$ cat src/rtl/syst_pkg.sv
// syst_pkg: shared widths and saturate/truncate helper for the weight-stationary systolic array
package syst_pkg;
  localparam int W_WIDTH = 8;
  localparam int X_WIDTH = 8;
  localparam int SI_WIDTH = 20;
  localparam int SO_WIDTH = 20;
  localparam int PROD_WIDTH = X_WIDTH + W_WIDTH;
  // Clamps value (already sign- or zero-extended to 64 bits) into width bits, then masks to width.
  function automatic logic signed [63:0] sat_trunc(
    input logic signed [63:0] value,
    input int                 width,
    input logic               signed_mode
  );
    logic signed [63:0] hi, lo, c;
    hi = signed_mode ? (64'sd1 <<< (width - 1)) - 64'sd1 : (64'sd1 <<< width) - 64'sd1;
    lo = signed_mode ? -(64'sd1 <<< (width - 1)) : 64'sd0;
    c = value > hi ? hi : value < lo ? lo : value;
    return c & ((64'sd1 <<< width) - 64'sd1);
  endfunction
endpackage

$ cat src/rtl/syst_mac.sv
// syst_mac: combinational multiply, extend, add and optional saturate for one PE
// Ports: x_i activation, w_i active weight, psum_i/psum_vld_i incoming partial sum
//        (invalid reads as zero), psum_o SO_WIDTH result (wrapped or clamped).
module syst_mac
  import syst_pkg::*;
#(
  parameter int W_WIDTH  = syst_pkg::W_WIDTH,
  parameter int X_WIDTH  = syst_pkg::X_WIDTH,
  parameter int SI_WIDTH = syst_pkg::SI_WIDTH,
  parameter int SO_WIDTH = syst_pkg::SO_WIDTH,
  parameter int SIGNED   = 0,
  parameter int SAT      = 0
) (
  input  logic [X_WIDTH-1:0]  x_i,
  input  logic [W_WIDTH-1:0]  w_i,
  input  logic [SI_WIDTH-1:0] psum_i,
  input  logic                psum_vld_i,
  output logic [SO_WIDTH-1:0] psum_o
);
  localparam int P = X_WIDTH + W_WIDTH;
  localparam int E = SO_WIDTH + 1;
  localparam logic SG = SIGNED != 0;
  logic [P-1:0] xs, ws, prod;
  logic [E-1:0] pe, ae, sum;
  logic [SO_WIDTH-1:0] sat_v;
  always_comb begin
    xs = {{W_WIDTH{SG & x_i[X_WIDTH-1]}}, x_i};
    ws = {{X_WIDTH{SG & w_i[W_WIDTH-1]}}, w_i};
    prod = xs * ws;
    pe = {{(E-P){SG & prod[P-1]}}, prod};
    ae = psum_vld_i ? {{(E-SI_WIDTH){SG & psum_i[SI_WIDTH-1]}}, psum_i} : '0;
    sum = pe + ae;
    sat_v = SO_WIDTH'(sat_trunc({{(64-E){SG & sum[E-1]}}, sum}, SO_WIDTH, SG));
    psum_o = SAT != 0 ? sat_v : sum[SO_WIDTH-1:0];
  end
endmodule

$ cat src/rtl/syst_ws_pe.sv
// syst_ws_pe: weight-stationary PE with valid-qualified flow, double-buffered weights and stall
// Ports: clk/rst_n (sync, active-low), en global stall; x_i/x_vld_i -> x_o/x_vld_o east;
//        psum_i/psum_vld_i -> psum_o/psum_vld_o south; w_i/w_ld_i -> w_o (shadow)/w_ld_o
//        down the load chain; swap_i -> swap_o wavefront; w_act_o active weight.
module syst_ws_pe
  import syst_pkg::*;
#(
  parameter int W_WIDTH  = syst_pkg::W_WIDTH,
  parameter int X_WIDTH  = syst_pkg::X_WIDTH,
  parameter int SI_WIDTH = syst_pkg::SI_WIDTH,
  parameter int SO_WIDTH = syst_pkg::SO_WIDTH,
  parameter int SIGNED   = 0,
  parameter int SAT      = 0
) (
  input  logic                clk,
  input  logic                rst_n,
  input  logic                en,
  input  logic [X_WIDTH-1:0]  x_i,
  input  logic                x_vld_i,
  output logic [X_WIDTH-1:0]  x_o,
  output logic                x_vld_o,
  input  logic [SI_WIDTH-1:0] psum_i,
  input  logic                psum_vld_i,
  output logic [SO_WIDTH-1:0] psum_o,
  output logic                psum_vld_o,
  input  logic [W_WIDTH-1:0]  w_i,
  input  logic                w_ld_i,
  output logic [W_WIDTH-1:0]  w_o,
  output logic                w_ld_o,
  input  logic                swap_i,
  output logic                swap_o,
  output logic [W_WIDTH-1:0]  w_act_o
);
  logic [X_WIDTH-1:0] x_q;
  logic [SO_WIDTH-1:0] psum_q, psum_d, mac_sum;
  logic [W_WIDTH-1:0] sh_q, sh_d, act_q, act_d;
  logic x_vld_q, psum_vld_q, w_ld_q, swap_q;
  syst_mac #(
    .W_WIDTH(W_WIDTH), .X_WIDTH(X_WIDTH), .SI_WIDTH(SI_WIDTH),
    .SO_WIDTH(SO_WIDTH), .SIGNED(SIGNED), .SAT(SAT)
  ) u_mac (
    .x_i(x_i), .w_i(act_q), .psum_i(psum_i), .psum_vld_i(psum_vld_i), .psum_o(mac_sum)
  );
  // MAC uses the pre-swap active weight; swap copies the pre-load shadow.
  always_comb begin
    psum_d = x_vld_i ? mac_sum : psum_q;
    sh_d = w_ld_i ? w_i : sh_q;
    act_d = swap_i ? sh_q : act_q;
  end
  always_ff @(posedge clk) begin
    if (!rst_n) begin
      x_q <= '0;
      x_vld_q <= 1'b0;
      psum_q <= '0;
      psum_vld_q <= 1'b0;
      sh_q <= '0;
      act_q <= '0;
      w_ld_q <= 1'b0;
      swap_q <= 1'b0;
    end else if (en) begin
      x_q <= x_i;
      x_vld_q <= x_vld_i;
      psum_q <= psum_d;
      psum_vld_q <= x_vld_i;
      sh_q <= sh_d;
      act_q <= act_d;
      w_ld_q <= w_ld_i;
      swap_q <= swap_i;
    end
  end
  assign x_o = x_q;
  assign x_vld_o = x_vld_q;
  assign psum_o = psum_q;
  assign psum_vld_o = psum_vld_q;
  assign w_o = sh_q;
  assign w_ld_o = w_ld_q;
  assign swap_o = swap_q;
  assign w_act_o = act_q;
endmodule
$ cat config.mk
export PLATFORM = sky130hd
export DESIGN_NAME = syst_ws_pe
export DESIGN_NICKNAME = d
export VERILOG_FILES = /design/src/rtl/syst_pkg.sv /design/src/rtl/syst_mac.sv /design/src/rtl/syst_ws_pe.sv
export SDC_FILE = /design/constraint.sdc
export NUM_CORES = 1
export LEC_CHECK = 0
export CORE_MARGIN = 2
export CORE_UTILIZATION = 36
export CTS_CLUSTER_DIAMETER = 120
export CTS_CLUSTER_SIZE = 12
export DETAILED_ROUTE_END_ITERATION = 10
export PLACE_DENSITY = 0.62
export SYNTH_ARGS = -nofsm -noshare
export SYNTH_HDL_FRONTEND = slang
export SYNTH_SLANG_ARGS = --single-unit
$ cat constraint.sdc
create_clock -name clk -period 6.8 [get_ports clk]
set_clock_uncertainty 0.1 [all_clocks]
set_input_delay 2.04 -clock clk [delete_from_list [all_inputs] [get_ports clk]]
set_output_delay 2.04 -clock clk [all_outputs]
set_load 0.02 [all_outputs]
==> results of run 1 <==
## worst max path at each step
stage / start / to / slack (ns) / depth (start not counted)
floorplan: psum_vld_i / psum_o[13]$_SDFFE_PN0P_ / 0.62 / 17
global placement: x_i[3] / psum_o[14]$_SDFFE_PN0P_ / -0.002 / 15
detailed placement: x_i[3] / psum_o[18]$_SDFFE_PN0P_ / -0.06 / 15
CTS: x_i[3] / psum_o[18]$_SDFFE_PN0P_ / 0.20 / 15
global route: x_i[4] / psum_o[13]$_SDFFE_PN0P_ / 0.005 / 17
finish: x_i[2] / psum_o[14]$_SDFFE_PN0P_ / 0.28 / 15
## layout make-up
cell class	count	area, µm²
Inverter	84	315
Tap cell	172	215
Clock inverter	3	28.8
Timing Repair Buffer	103	1020
Fill cell	1251	6680
Multi-Input combinational cell	387	3250
Sequential cell	47	941
Clock buffer	5	125
## stage by stage
| stage | cell area [µm²] | power (W) | util (%) |
|---|---|---|---|
| 6_report | 5890 | 0.000751 | 46.9 |
| 3_3_place_gp | 5720 | 0.000487 | 45.5 |
| 5_1_grt | 5890 | 0.000791 | 46.9 |
| 4_1_cts | 5870 | 0.000762 | 46.7 |
| 2_1_floorplan | 4610 | 0.000402 | - |
| 3_5_place_dp | 5720 | 0.000488 | 45.5 |
## metal layers
metal  GRT usage [%]  up-vias  part of all wire (%)
met3            2.68       12                   3.8
li1                -     1909                     -
met2            30.6       82                    46
met1            26.6     1805                    49
met4            4.24        0                   1.4
met5               0        -                     0
## placed cells by master, fill, tap and decap left out, drive strengths merged
master	n
ha	41
xnor2	2
o21bai	2
o2111ai	2
nand3	26
nand3b	1
a211oi	1
o211ai	6
dlymetal6s2s	3
xor2	7
o21ai	16
and4	1
or4b	1
o311ai	2
inv	87
nor2	8
a311oi	2
a21boi	24
a31oi	5
nand2	81
a211o	1
or3	1
buf	13
mux2i	8
nor4b	1
clkdlybuf4s50	87
nand4	5
nand2b	3
o21a	1
nand4b	2
o211a	1
clkbuf	5
nor2b	9
and2	56
dfxtp	47
fa	50
a21o	4
a21oi	15
a41oi	1
a22oi	1
## synth_stat cells, types with 5 or more instances
| master | instances |
|---|---|
| nand3_1 | 26 |
| dfxtp_1 | 47 |
| o211ai_1 | 6 |
| nor2_1 | 7 |
| xor2_1 | 7 |
| clkbuf_1 | 18 |
| a31oi_1 | 5 |
| inv_1 | 84 |
| a21oi_1 | 13 |
| nand4_1 | 5 |
| mux2i_1 | 8 |
| fa_1 | 50 |
| nor2b_1 | 9 |
| ha_1 | 41 |
| a21boi_0 | 24 |
| and2_1 | 56 |
| o21ai_0 | 14 |
| nand2_1 | 81 |
## power groups by stage
stage	sequential, W	clock, W	combinational, W
after global routing	0.000298	0.000285	0.000207
final	0.000297	0.000270	0.000185
after global placement	0.000303	0	0.000184
after floorplan	0.000314	0	0.0000878
after CTS	0.000297	0.000278	0.000187
after detailed placement	0.000303	0	0.000185
## cells by family (layout without fill, tap and decap cells)
group / after synthesis / count (layout) / share of synthesized area, %
compound gates: 84 / 84 / 12.5
fa+ha+maj: 91 / 91 / 32.9
simple gates: 195 / 195 / 21.3
mux: 8 / 8 / 1.74
xor+xnor: 9 / 9 / 1.71
buf+inv: 110 / 195 / 9.40
flops: 47 / 47 / 20.4
## worst max-delay path: cells and delay by family
family                   cells  cell delay [ns]
adder cells (fa/ha/maj)      5             2.37
AND/OR/NAND/NOR              5             1.24
buffers and inverters        4             0.84
AO/OA/AOI/OAI                1             0.16
## what timing repair did
item | in CTS | in global routing
setup endpoints to repair | 0 | 5
setup buffers | 0 | 0
resized for setup | 0 | 5
## flip-flops by register name (all words and copies together) (netlist names)
| name | count |
|---|---|
| w_o | 8 |
| psum_o | 20 |
| w_ld_o | 1 |
| swap_o | 1 |
| psum_vld_o | 1 |
| w_act_o | 8 |
| x_o | 8 |
==> metrics.txt, run 1 <==
Clock transition at path regs=0.08 ns; worst hold slack=around 0.37 ns; Static Leak=between 2 and 3 nW; Setup WS pre-CTS=-0.0592 ns; DRT Wirelength=11700 µm; P&R area growth vs syn=27.9%; first-pass GRT wire length=approximately 20000 µm; Yosys top cell by area=fa_1; Reg power frac=39.5%; Post-Syn Area per Cell=approximately 8.5 µm²; Non-Filler Instances=between 800 and 900; TritonCTS Sinks=47; overall global routing resource usage=18.8%; cts hold-fix bufs=0; Gate power share=24.6%; antenna violations before repair=0; reg-to-reg startpoint=w_act_o[7]$_SDFFE_PN0P_; vias per cell=4.75; Critical Path RT=6.93 ns; Wirelength per Cell=between 10 and 15 µm; pwr dens=~130 nW/µm²; starting density of the core=between 30% and 40%; DRT iter0 DRCs=about 170; Post-synth EDFFs=0; Crit path top cell by count=fa_1; worst hold stages=2; vias in the first global route=4013; Sw Ratio=31.3%; die width=between 100 and 150 µm; Hold Path Sink=psum_o[3]$_SDFFE_PN0P_; Worst Min Path Start=psum_o[3]$_SDFFE_PN0P_; maxcap violations=0; P_int=0.000516 W; Remaining DRCs=0; Clock Path Buffers=2; CORE AREA=between 10000 and 15000 µm²; Inserted Clock Buffers=5; Die Ht=between 100 and 150 µm; Final setup viols=0; remaining global-route overflow=0; # port buffers=90; pin count of the biggest net entering global routing=between 50 and 60; Setup crit start kind=input pin; Final WS setup=0.278 ns; final hold violation count=0; clock share of power=35.9%; Post-Syn Area=roughly 4600 µm²; P_sw=0.000235 W; slew at the pin with the worst max-slew slack=0.867 ns; via count=around 3800; relative slew slack=42.1%; CP arrival=6.66 ns; asr flop ratio synth=0%; critical path class=input pin to register; Synth area leaders=fa_1 22%, dfxtp_1 20%, ha_1 11%; Synth Register Bits=47; worst path cell trace=clkdlybuf4s50_1, and2_1, fa_1, fa_1, fa_1, inv_1, fa_1, inv_1, ha_1, buf_4, nand3_1, nor2_2, a311oi_4, or4b_1, nand3_1; Max IR drop VDD=between 0.15 and 0.2 mV; Synth Instances=~540; later-pin clock latency in the skew report=between 0.2 and 0.3 ns; Top FF cell, synth=dfxtp_1; Die ar.=13700 µm²; Post-DP HPWL=9130 µm; crit-path max cell delay=0.60 ns; DRT antenna net count=0; FMAX=153 MHz; Tcrit/Tclk final=between 90% and 100%; Final GP Congestion=0.865; status=finished clean; Slowest-stage cell, CP=clkdlybuf4s50_1; root buf cell=clkbuf_16; FP Rows=41; H-Tree Depth=2; fraction of layout cells with a size suffix above 1=approximately 4.5%; Hold Crit Class=register to register; R2R setup slack=2.06 ns; Nets=762; Worst R2R Path Depth=15; reg2reg end=psum_o[13]$_SDFFE_PN0P_; register area share after synthesis=between 20% and 30%; minimum clock period=roughly 6.5 ns; Syn. warnings=0; setup_tns=0 ns; Cell variety after synth=between 40 and 50; top fanout value on the critical path=9; # IOs=91; endpoint type of the worst setup path=register; max-slew violation count=0; share of Yosys cell area claimed by the top area cell type=~22%; unrepaired setup endpoints after global routing=false; dpl cells=slightly below 800; TritonCTS clock tree=built; drt first pass iters=4; syn_nets=around 680; Antenna Cells=0
No activity file was read; power rests on OpenSTA's default activity.
==> run 2: changes to the inputs <==
--- a/config.mk
+++ b/config.mk
@@ -5,6 +5,7 @@
 export SDC_FILE = /design/constraint.sdc
 export NUM_CORES = 1
 export LEC_CHECK = 0
+export CORE_ASPECT_RATIO = 1.5
 export CORE_MARGIN = 2
 export CORE_UTILIZATION = 36
 export CTS_CLUSTER_DIAMETER = 120
==> run 2 against run 1 <==
Effect of this change:
- non-clock buffer count stayed put
- total power grew 4.0%
- fmax fell by 0.38%
- via count shrank 0.58%
- die area is 0.13% higher
- flip-flop and latch count did not move
- final cell count down 2.0%
- sequential share of layout area barely moved
- routed wire length is 1.1% lower
- combinational power about the same
- highest routed layer unchanged
==> metrics.txt, run 2 (synthesis results as in run 1) <==
die width=just under 100 µm; endpoint type of the worst setup path=register; Largest register FFs=20; Inserted Clock Buffers=5; status=finished clean; most common cell after layout, fill and taps aside=clkdlybuf4s50_1; CP arrival=~6.6 ns; Clock Path Buffers=2; slew at the pin with the worst max-slew slack=approximately 0.83 ns; Critical Path RT=about 6.9 ns; Die ar.=about 14000 µm²; cts hold-fix bufs=0; via count=between 3000 and 4000; FP Rows=50; root buf cell=clkbuf_16; TritonCTS Sinks=47; Setup crit start kind=input pin; final hold violation count=0; Fillers=1235; Clock transition at path regs=around 0.070 ns; Nets=~760; DRT antenna net count=0; minimum clock period=roughly 6.5 ns; drt first pass iters=4; later-pin clock latency in the skew report=0.29 ns; # IOs=91; Core Util, Final=between 40% and 50%; pin count of the biggest net entering global routing=59; Hold Path Sink=psum_o[2]$_SDFFE_PN0P_; Wirelength per Cell=14.8 µm; Hold Crit Class=register to register; vias per cell=slightly below 5; # port buffers=90; Worst R2R Path Depth=14; Final WS setup=approximately 0.25 ns; worst hold stages=2; relative slew slack=approximately 44%; H-Tree Depth=2; pwr dens=between 100 and 150 nW/µm²; TritonCTS clock tree=built; top fanout value on the critical path=9; Antenna Cells=0; antenna violations before repair=0; Tcrit/Tclk final=between 90% and 100%; CORE AREA=roughly 13000 µm²; remaining global-route overflow=0; Max IR drop VDD=0.114 mV; first-pass GRT wire length=just under 20000 µm; FMAX=about 150 MHz; P&R area growth vs syn=27.7%; Post-DP HPWL=~9000 µm; maxcap violations=0; critical path class=input pin to register; reg2reg end=psum_o[18]$_SDFFE_PN0P_; R2R setup slack=about 2.1 ns; overall global routing resource usage=about 18%; Final GP Congestion=0.826; DRT iter0 DRCs=around 120; fraction of layout cells with a size suffix above 1=under 10%; starting density of the core=a little under two fifths; Worst Min Path Start=psum_o[2]$_SDFFE_PN0P_; Die Ht=143 µm; Setup WS pre-CTS=-0.101 ns; commonest non-fill, non-tap cells in the layout=90 x clkdlybuf4s50_1, 84 x inv_1, 81 x nand2_1, 56 x and2_1, 50 x fa_1; Final setup viols=0; reg-to-reg startpoint=w_act_o[6]$_SDFFE_PN0P_; vias in the first global route=approximately 3900; unrepaired setup endpoints after global routing=false; Remaining DRCs=0; max-slew violation count=0; DRT Wirelength=between 10000 and 15000 µm; Static Leak=around 2.7 nW
-- run 2: cell types whose count changed in the layout (fill, tap and decap cells not counted), sizes merged --
| cell | delta |
|---|---|
| bufinv | +1 |
| clkbuf | +1 |
| inv | -2 |
| dlymetal6s2s | -3 |
| clkdlybuf4s50 | +3 |
-- run 2: report_power, final --
part           internal (W)  switching [W]  total [W]
logic             0.0000861      0.0000961   0.000182
registers          0.000287     0.00000960   0.000297
clock network      0.000185       0.000118   0.000303
total              0.000558       0.000223   0.000782
-- run 2: worst max-delay path by stage --
| stage | from | endpoint | depth (start not counted) |
|---|---|---|---|
| after floorplan | psum_vld_i | psum_o[13]$_SDFFE_PN0P_ | 17 |
| after global placement | x_i[5] | psum_o[14]$_SDFFE_PN0P_ | 16 |
| after detailed placement | x_i[3] | psum_o[18]$_SDFFE_PN0P_ | 15 |
| after CTS | x_i[3] | psum_o[18]$_SDFFE_PN0P_ | 15 |
| after global routing | x_i[3] | psum_o[13]$_SDFFE_PN0P_ | 16 |
| final | x_i[3] | psum_o[18]$_SDFFE_PN0P_ | 15 |
-- run 2: layer usage --
metal	GRT usage [%]	vias to the layer above	wire, µm
li1	-	1910	-
met3	2.28	14	476
met4	6.00	0	231
met5	0	-	0
met1	24.6	1767	5260
met2	29.5	95	5650
-- run 2: cell type report --
cell class / instances / area (µm²) / share of cell area, %
clock buffers: 6 / 139 / 2.36
clock inverters: 2 / 38.8 / 0.659
inverters: 84 / 315 / 5.36
multi-input cells: 387 / 3240 / 55.1
flip-flops and latches: 47 / 941 / 16.0
well taps: 156 / 195 / 3.32
repair buffers: 103 / 1010 / 17.2
-- run 2: what timing repair did --
item / CTS / global route
gates resized for setup: 0 / 1
hold endpoints to repair: 0 / 0
setup buffers: 0 / 0
endpoints found under the setup margin: 0 / 1
-- run 2: metrics by stage --
step                hold WS (ns)  area (µm²)  power [W]  instances  TNS [ns]
detailed placement         0.361        5700   0.000485        777    -0.217
floorplan                  0.439        4610   0.000402        544         0
global placement           0.355        5700   0.000484        777   -0.0479
finish                     0.370        5880   0.000782        785         0
CTS                        0.375        5870   0.000792        785         0
global route               0.400        5880   0.000818        785         0
-- run 2: critical path, cell delays in order --
cell and delay [ns]:
clkdlybuf4s50_1 0.69, and2_1 0.21, fa_1 0.44, fa_1 0.52
fa_1 0.58, inv_1 0.06, fa_1 0.53, inv_1 0.04
ha_1 0.30, a211o_1 0.29, o211ai_1 0.12, a21oi_2 0.11
a311oi_4 0.41, o2111ai_1 0.15, o311ai_0 0.14
